## src/rtl/seq_det_pkg.sv

```systemverilog
// Shared types and helpers for the programmable sequence detector.
// Holds the FSM state encoding and the pattern-length mask function.
package seq_det_pkg;

    localparam int unsigned MASK_W = 32;

    typedef enum logic [1:0] {
        S_UNCFG,
        S_FILL,
        S_HUNT
    } seq_state_t;

    // Low 'len' bits set; callers truncate to their pattern width.
    function automatic logic [MASK_W-1:0] len_mask(input int unsigned len);
        if (len >= MASK_W) begin
            return '1;
        end
        return (MASK_W'(1) << len) - MASK_W'(1);
    endfunction

endpackage

```

## src/rtl/seq_detector_prog_sat_counter.sv

```systemverilog
// Saturating up-counter used for the optional match count.
// Holds at all-ones instead of wrapping.
module sat_counter #(
    parameter int W = 8
) (
    input  logic         clk,
    input  logic         reset,
    input  logic         en,
    input  logic         clr,
    output logic [W-1:0] count
);

    logic [W-1:0] count_q;

    // Count enabled events, stick at all-ones.
    always_ff @(posedge clk or posedge reset) begin
        if (reset) begin
            count_q <= '0;
        end else if (clr) begin
            count_q <= '0;
        end else if (en && (count_q != '1)) begin
            count_q <= count_q + W'(1);
        end
    end

    assign count = count_q;

endmodule

```

## src/rtl/seq_detector_prog.sv

```systemverilog
// Runtime-programmable serial pattern detector with registered match pulse.
// Define SEQ_MATCH_CNT_EN to build the saturating match counter.
module seq_detector_prog
    import seq_det_pkg::*;
#(
    parameter int MAX_LEN = 8,
    parameter int LEN_W   = 4,
    parameter int CNT_W   = 8
) (
    input  logic               clk,
    input  logic               reset,
    input  logic               cfg_we,
    input  logic [MAX_LEN-1:0] cfg_pattern,
    input  logic [LEN_W-1:0]   cfg_len,
    input  logic               cfg_overlap,
    input  logic               in_valid,
    input  logic               in_bit,
    output logic               match,
    output logic               armed,
    output logic [CNT_W-1:0]   match_count
);

    localparam logic [LEN_W-1:0] LEN_MAX = LEN_W'(MAX_LEN);
    localparam logic [LEN_W-1:0] LEN_MIN = LEN_W'(2);

    seq_state_t         state_q, state_d;
    logic [MAX_LEN-1:0] pat_q, pat_d;
    logic [LEN_W-1:0]   len_q, len_d;
    logic               ovl_q, ovl_d;
    logic [MAX_LEN-2:0] hist_q, hist_d;
    logic [LEN_W-1:0]   fill_q, fill_d;
    logic               match_q, match_d;

    logic [MAX_LEN-1:0] hist_n;
    logic [LEN_W-1:0]   fill_n;
    logic [LEN_W-1:0]   cfg_len_c;
    logic [MAX_LEN-1:0] mask;
    logic               hit;

    // Shift/compare datapath and next-state selection.
    always_comb begin
        state_d = state_q;
        pat_d   = pat_q;
        len_d   = len_q;
        ovl_d   = ovl_q;
        hist_d  = hist_q;
        fill_d  = fill_q;
        match_d = 1'b0;

        cfg_len_c = (cfg_len > LEN_MAX) ? LEN_MAX : cfg_len;
        hist_n    = {hist_q, in_bit};
        fill_n    = (fill_q >= LEN_MAX) ? LEN_MAX : fill_q + LEN_W'(1);
        mask      = MAX_LEN'(len_mask(32'(len_q)));
        hit       = (fill_n >= len_q) &&
                    ((hist_n & mask) == (pat_q & mask));

        if (cfg_we) begin
            pat_d   = cfg_pattern;
            len_d   = cfg_len_c;
            ovl_d   = cfg_overlap;
            hist_d  = '0;
            fill_d  = '0;
            state_d = (cfg_len_c >= LEN_MIN) ? S_FILL : S_UNCFG;
        end else if (in_valid && (state_q != S_UNCFG)) begin
            hist_d  = hist_n[MAX_LEN-2:0];
            fill_d  = fill_n;
            match_d = hit;
            state_d = (fill_n >= len_q) ? S_HUNT : S_FILL;
            if (hit && !ovl_q) begin
                hist_d  = '0;
                fill_d  = '0;
                state_d = S_FILL;
            end
        end
    end

    // Configuration, history and state registers.
    always_ff @(posedge clk or posedge reset) begin
        if (reset) begin
            state_q <= S_UNCFG;
            pat_q   <= '0;
            len_q   <= '0;
            ovl_q   <= 1'b0;
            hist_q  <= '0;
            fill_q  <= '0;
            match_q <= 1'b0;
        end else begin
            state_q <= state_d;
            pat_q   <= pat_d;
            len_q   <= len_d;
            ovl_q   <= ovl_d;
            hist_q  <= hist_d;
            fill_q  <= fill_d;
            match_q <= match_d;
        end
    end

    assign match = match_q;
    assign armed = (state_q != S_UNCFG);

`ifdef SEQ_MATCH_CNT_EN
    sat_counter #(
        .W(CNT_W)
    ) u_cnt (
        .clk   (clk),
        .reset (reset),
        .en    (match_q),
        .clr   (1'b0),
        .count (match_count)
    );
`else
    assign match_count = '0;
`endif

endmodule

```

## config.mk

```make
export PLATFORM = sky130hd
export DESIGN_NAME = seq_detector_prog
export DESIGN_NICKNAME = d
export VERILOG_FILES = /design/src/rtl/seq_det_pkg.sv /design/src/rtl/seq_detector_prog_sat_counter.sv /design/src/rtl/seq_detector_prog.sv
export SDC_FILE = /design/constraint.sdc
export NUM_CORES = 1
export LEC_CHECK = 0
export BUFFER_PORTS_ARGS = -buffer_cell sky130_fd_sc_hd__buf_2
export CORE_ASPECT_RATIO = 0.9
export CORE_UTILIZATION = 59
export CTS_CLUSTER_DIAMETER = 60
export DETAILED_ROUTE_END_ITERATION = 12
export HOLD_SLACK_MARGIN = 0.06
export PLACE_DENSITY = 0.84
export SYNTH_ARGS = -nofsm -noshare
export SYNTH_HDL_FRONTEND = slang
export SYNTH_SLANG_ARGS = --single-unit
```

## constraint.sdc

```tcl
create_clock -name clk -period 4.7 [get_ports clk]
set_clock_uncertainty 0.15 [all_clocks]
set_input_delay 0.235 -clock clk [delete_from_list [all_inputs] [get_ports clk]]
set_output_delay 0.235 -clock clk [all_outputs]
set_load 0.05 [all_outputs]
```

# Word level (Yosys, flattened, before mapping)
# Index checks and enable logic that the tools add are counted.
# totals
register_bits	27
in_bits	18
out_inout_bits	10
word_cells	38
# classes
n_addsub	2
magnitude_cmp	4
eq_ne	1
shifts	1
mux	15
bitwise	2
reduce_logical	6
# ops
op	n
two-way mux 7 bit	3
two-way mux 4 bit	5
AND 8 bit	2
== test 8 bit	1
two-way mux 2 bit	4
left shift 1 x 4 -> 8 bit, first input constant	1
subtractor 8 x 2 -> 8 bit, second input constant	1
adder 4 x 1 -> 4 bit, second input constant	1
greater-or-equal comparator 4 x 2 -> 1 bit, second input constant	1
greater-or-equal comparator 4 bit	1
greater-or-equal comparator 4 bit, second input constant	1
greater-than comparator 4 bit, second input constant	1
nonzero test 2 bit	2
logical AND 1 bit	3
two-way mux 1 bit	3
logical NOT 1 bit	1

# Depth between registers and ports, before layout
# logic_depth
depth_word	9
mapped_depth	10
mapped_depth_nobuf	9

# Worst setup path before layout
# OpenSTA, ideal clock, no wires.
# synth_path
kind	reg-to-reg
from	register len_q[2]
to	register fill_q[1]
arrival_ps	2536
t_required_ps	4484
setup_slack_ps	1948
path_stages_with_launch	10
period_less_slack_ps	2752
cell_sequence	dfrtp_1 > buf_6 > or4_4 > ha_1 > or4b_1 > o211ai_1 > a32o_1 > nor4b_4 > a21oi_4 > a22o_1
# synth_between
elab_chain_cells	9
# synth_rtl
item	line	text
start: declaration	seq_detector_prog.sv:28	logic [LEN_W-1:0] len_q, len_d;
start signal: assignment	seq_detector_prog.sv:90	len_q <= len_d;
left shift 1 x 4 -> 8 bit	seq_det_pkg.sv:18	return (MASK_W'(1) << len) - MASK_W'(1);
subtractor 8 x 2 -> 8 bit	seq_det_pkg.sv:18	
AND 8 bit	seq_detector_prog.sv:55	((hist_n & mask) == (pat_q & mask));
== test 8 bit	seq_detector_prog.sv:55	
logical AND 1 bit (*)	seq_detector_prog.sv:54	hit = (fill_n >= len_q) &&
logical AND 1 bit (*)	seq_detector_prog.sv:69	if (hit && !ovl_q) begin
two-way mux 4 bit (*)	seq_detector_prog.sv:69	
two-way mux 4 bit (*)	seq_detector_prog.sv:64	end else if (in_valid && (state_q != S_UNCFG)) begin
two-way mux 4 bit (*)	seq_detector_prog.sv:57	if (cfg_we) begin
end signal: assignment	seq_detector_prog.sv:93	fill_q <= fill_d;
end: declaration	seq_detector_prog.sv:31	logic [LEN_W-1:0] fill_q, fill_d;
# Mark *: on every way between the ends. The rest lies on a longest branch, timed or not. The select of a mux whose other input is x is not followed.
# A chain may end at the register's enable or synchronous reset.

# Worst setup path after layout
# layout_path
from	register len_q[2]
to	register hist_q[1]
# layout_between
elab_chain_cells	9
# layout_rtl
item	line	text
left shift 1 x 4 -> 8 bit	seq_det_pkg.sv:18	
subtractor 8 x 2 -> 8 bit	seq_det_pkg.sv:18	
AND 8 bit	seq_detector_prog.sv:55	
== test 8 bit	seq_detector_prog.sv:55	
logical AND 1 bit (*)	seq_detector_prog.sv:54	
logical AND 1 bit (*)	seq_detector_prog.sv:69	
two-way mux 7 bit (*)	seq_detector_prog.sv:69	
two-way mux 7 bit (*)	seq_detector_prog.sv:64	
two-way mux 7 bit (*)	seq_detector_prog.sv:57	
end signal: assignment	seq_detector_prog.sv:92	hist_q <= hist_d;
end: declaration	seq_detector_prog.sv:30	logic [MAX_LEN-2:0] hist_q, hist_d;
# Marked as above.

==> metrics.log <==
INFO  metric start_util = 62.3%
INFO  metric synth_warnings = 0
INFO  metric cpPeakStageDelay = 0.58 ns
INFO  metric synth.lib_cells_used.distinct = 38
INFO  metric syn_area_per_cell = 11.2 um^2
INFO  metric gp_congestion = 0.837
INFO  metric finalSetupTns = 0 ns
INFO  metric drt_pre_antenna_iters = 4
INFO  metric timing.final.setup_violations = 0
INFO  metric global_route.overflow_total = 0
INFO  metric finalNetCount = 195
INFO  metric pre_cts_slack = 1.73 ns
INFO  metric floorplan.core_area = 0.00245 mm^2
INFO  metric holdCritPathClass = input pin to register
INFO  metric period_share = 66.4%
INFO  metric cts_buffer_depth = 2
INFO  metric worstSetupStartpointType = register
INFO  metric synth-edff-count = 0
INFO  metric path_cells = or4_4 > ha_1 > or4b_1 > a21oi_1 > o21ai_0 > nor4b_4 > a21oi_4 > a22o_1
INFO  metric cts.htree.levels = 1
INFO  metric slew_viol_final = 0
INFO  metric fmax = 321 MHz
INFO  metric timing.reg2reg.worst_path_depth = 8
INFO  metric die_w = 55.6 um
INFO  metric cts.clk_slew.worst_paths = 0.15 ns
INFO  metric drc = 0
INFO  metric cts_root_buf = sky130_fd_sc_hd__clkbuf_4
INFO  metric worst_hold_path_cell_count = 3
INFO  metric status = finished clean
INFO  metric max-cap-violations = 0
INFO  metric yosysSeqAreaShare = 44.3%
INFO  metric std_cell_rows = 17
INFO  metric tritoncts_num_sinks = 27
INFO  metric setup_repair_after_global_routing_missed_its_margin = no
INFO  metric route.final.wire_length = 3050 um
INFO  metric relative_max_transition_margin = 31.6%
INFO  metric route.antenna.remaining_nets = 0
INFO  metric tritoncts = built
INFO  metric first_global_vias = 1160
INFO  metric drt-initial-drc-count = 19
INFO  metric grt_max_degree = 28
INFO  metric area_delta_synth_final = 16.7%
INFO  metric dr_total_vias = 1121
INFO  metric grt_antenna_before_repair = 0
INFO  metric power_leakage = 0.850 nW
INFO  metric largest_voltage_drop_on_the_vdd_net = 0.250 mV
INFO  metric most_used_flip_flop_cell_after_synthesis = sky130_fd_sc_hd__dfrtp_1
INFO  metric syn_area = 0.00152 mm^2
INFO  metric worst-slew-pin-transition = 1.03 ns
INFO  metric synth-seq-cells = 27
INFO  metric critPathMaxFanout = 11
INFO  metric via_density_per_instance = 5.69
INFO  metric final_layout_size_suffix_gt1_share = 24.9%
INFO  metric worst_skew_pair.late_latency = 0.32 ns
INFO  metric syn_inst = 136
INFO  metric portBuffers = 19
INFO  metric drt-wirelength-per-cell = 15.5 um
INFO  metric ys_async_sr_fraction = 100%
INFO  metric io_pins = 28
INFO  metric worstSetupEndpointType = register
INFO  metric timing.final.crit_period = 3.12 ns
INFO  metric die_area = 0.00279 mm^2
INFO  metric power-per-cell-area = 289 mW/mm^2
INFO  metric finalHoldViolations = 0
INFO  metric antennaDiodeCount = 0
INFO  metric worst-setup-path-type = register to register
INFO  metric num-fill-cells = 167
INFO  metric critical_path_arrival = 3.23 ns
INFO  metric grt_use_total = 23.6%
INFO  metric cts_resized = 0
INFO  metric cts-buffers-inserted = 3
INFO  metric place_hpwl = 2060 um
INFO  metric setup_ws = 1.58 ns
INFO  metric wire_length_of_the_first_global_routing_pass = 5060 um
INFO  metric worst_path_max_delay_cell = sky130_fd_sc_hd__or4_4
INFO  metric floorplan.die.height = 50.2 um
INFO  metric power = 0.514 mW
INFO  metric required = 4.82 ns
==> where the power goes <==
part | switching [mW] | internal [mW] | total (mW) | leakage, nW
clock network | 0.0691 | 0.0325 | 0.102 | 0.0139
registers | 0.0182 | 0.249 | 0.267 | 0.345
logic | 0.0816 | 0.0643 | 0.146 | 0.491
total | 0.169 | 0.346 | 0.514 | 0.850
==> layout make-up <==
class / count / area [um^2] / area share, %
multi-input cells: 96 / 762 / 42.9
well taps: 28 / 35.0 / 1.97
clock inverters: 1 / 7.51 / 0.422
repair buffers: 34 / 245 / 13.8
inverters: 8 / 30.0 / 1.69
flip-flops and latches: 27 / 676 / 38.0
clock buffers: 3 / 22.5 / 1.27
==> Yosys cell counts, types with 2 or more instances <==
library cell,count,area [um^2]
sky130_fd_sc_hd__nor3_1,2,10.0
sky130_fd_sc_hd__a22o_1,11,96.3
sky130_fd_sc_hd__buf_4,8,60.1
sky130_fd_sc_hd__nand2b_1,3,18.8
sky130_fd_sc_hd__nand2_1,5,18.8
sky130_fd_sc_hd__clkbuf_1,3,11.3
sky130_fd_sc_hd__xnor2_1,4,35.0
sky130_fd_sc_hd__o22ai_1,2,12.5
sky130_fd_sc_hd__nand3b_1,2,15.0
sky130_fd_sc_hd__xor2_1,6,52.6
sky130_fd_sc_hd__ha_1,7,87.6
sky130_fd_sc_hd__o21ai_0,5,25.0
sky130_fd_sc_hd__nor2_1,2,7.51
sky130_fd_sc_hd__a21oi_1,5,25.0
sky130_fd_sc_hd__a21o_1,4,30.0
sky130_fd_sc_hd__dfrtp_1,27,676
sky130_fd_sc_hd__nor2b_1,2,12.5
sky130_fd_sc_hd__or2_2,2,12.5
sky130_fd_sc_hd__nand3_1,2,10.0
sky130_fd_sc_hd__inv_1,8,30.0
sky130_fd_sc_hd__mux2_2,9,101
==> cells in the final DEF, fill, tap and decap left out, types with 2 or more instances in the layout <==
cell type,netlist,layout
sky130_fd_sc_hd__mux2_2,9,9
sky130_fd_sc_hd__nand2_1,5,5
sky130_fd_sc_hd__clkbuf_4,0,3
sky130_fd_sc_hd__dfrtp_1,27,27
sky130_fd_sc_hd__or2_2,2,2
sky130_fd_sc_hd__nor2_1,2,2
sky130_fd_sc_hd__o21ai_0,5,5
sky130_fd_sc_hd__buf_2,0,19
sky130_fd_sc_hd__a21o_1,4,4
sky130_fd_sc_hd__a22o_1,11,11
sky130_fd_sc_hd__nand3_1,2,2
sky130_fd_sc_hd__dlygate4sd3_1,0,15
sky130_fd_sc_hd__nor3_1,2,2
sky130_fd_sc_hd__inv_1,8,8
sky130_fd_sc_hd__xor2_1,6,6
sky130_fd_sc_hd__ha_1,7,7
sky130_fd_sc_hd__xnor2_1,4,4
sky130_fd_sc_hd__nand3b_1,2,2
sky130_fd_sc_hd__nor2b_1,2,2
sky130_fd_sc_hd__nand2b_1,3,3
sky130_fd_sc_hd__conb_1,1,8
sky130_fd_sc_hd__o22ai_1,2,2
sky130_fd_sc_hd__a21oi_1,5,5
==> final timing paths <==
check                                  startpoint  slack [ns]                      to
setup / recovery             len_q[2]$_DFFE_PP0P_        1.58   hist_q[1]$_DFFE_PP0P_
min in group asynchronous                   reset        0.53    len_q[0]$_DFFE_PP0P_
hold / removal                             cfg_we        0.17    len_q[3]$_DFFE_PP0P_
setup reg to reg             len_q[2]$_DFFE_PP0P_        1.58   hist_q[1]$_DFFE_PP0P_
hold reg to reg            state_q[1]$_DFFE_PP0P_        0.35  state_q[1]$_DFFE_PP0P_
max in group asynchronous                   reset        3.27   hist_q[6]$_DFFE_PP0P_
==> critical path, delay by kind of cell, from the launching register on <==
kind,cells,cell delay [ns]
compound gates,4,0.84
flops,1,0.52
fa+ha+maj,1,0.26
simple gates,3,1.30
==> registers in the layout, indices dropped and copies added (netlist names) <==
signal and cells:
len_q 4, state_q 2, pat_q 8, fill_q 4, hist_q 7, ovl_q 1
match 1
==> logic make-up after synthesis <==
logic type | after synthesis | share of synthesized area [%]
multiplexers | 9 | 6.65
other | 1 | 0.246
flip-flops | 27 | 44.3
XOR/XNOR | 10 | 5.75
AO/OA/AOI/OAI | 33 | 16.4
AND/OR/NAND/NOR | 29 | 13.5
buffers and inverters | 20 | 7.39
adder cells (fa/ha/maj) | 7 | 5.75
==> through the flow <==
step / std cells / util, % / hold slack, ns / instance area, um^2
after CTS: 197 / 72.7 / 0.160 / 1780
final: 197 / 72.7 / 0.171 / 1780
after global routing: 197 / 72.7 / 0.197 / 1780
after floorplan: 143 / - / 0.138 / 1550
after global placement: 178 / 65.3 / 0.312 / 1600
after detailed placement: 178 / 65.3 / 0.308 / 1600
==> layer usage <==
layer	global-route usage, %	up-vias	share of wire, %
met5	0	-	0
met4	13.3	0	3.1
met2	43.2	32	51
li1	-	534	-
met3	2.32	10	3.0
met1	27.3	545	43
==> timing repair <==
| action | 4_1_cts | 5_1_grt |
|---|---|---|
| hold endpoints to repair | 41 | 0 |
| hold buffers | 15 | 0 |
| setup buffers | 0 | 0 |
Note: power is estimated with default switching activity, not from simulation.
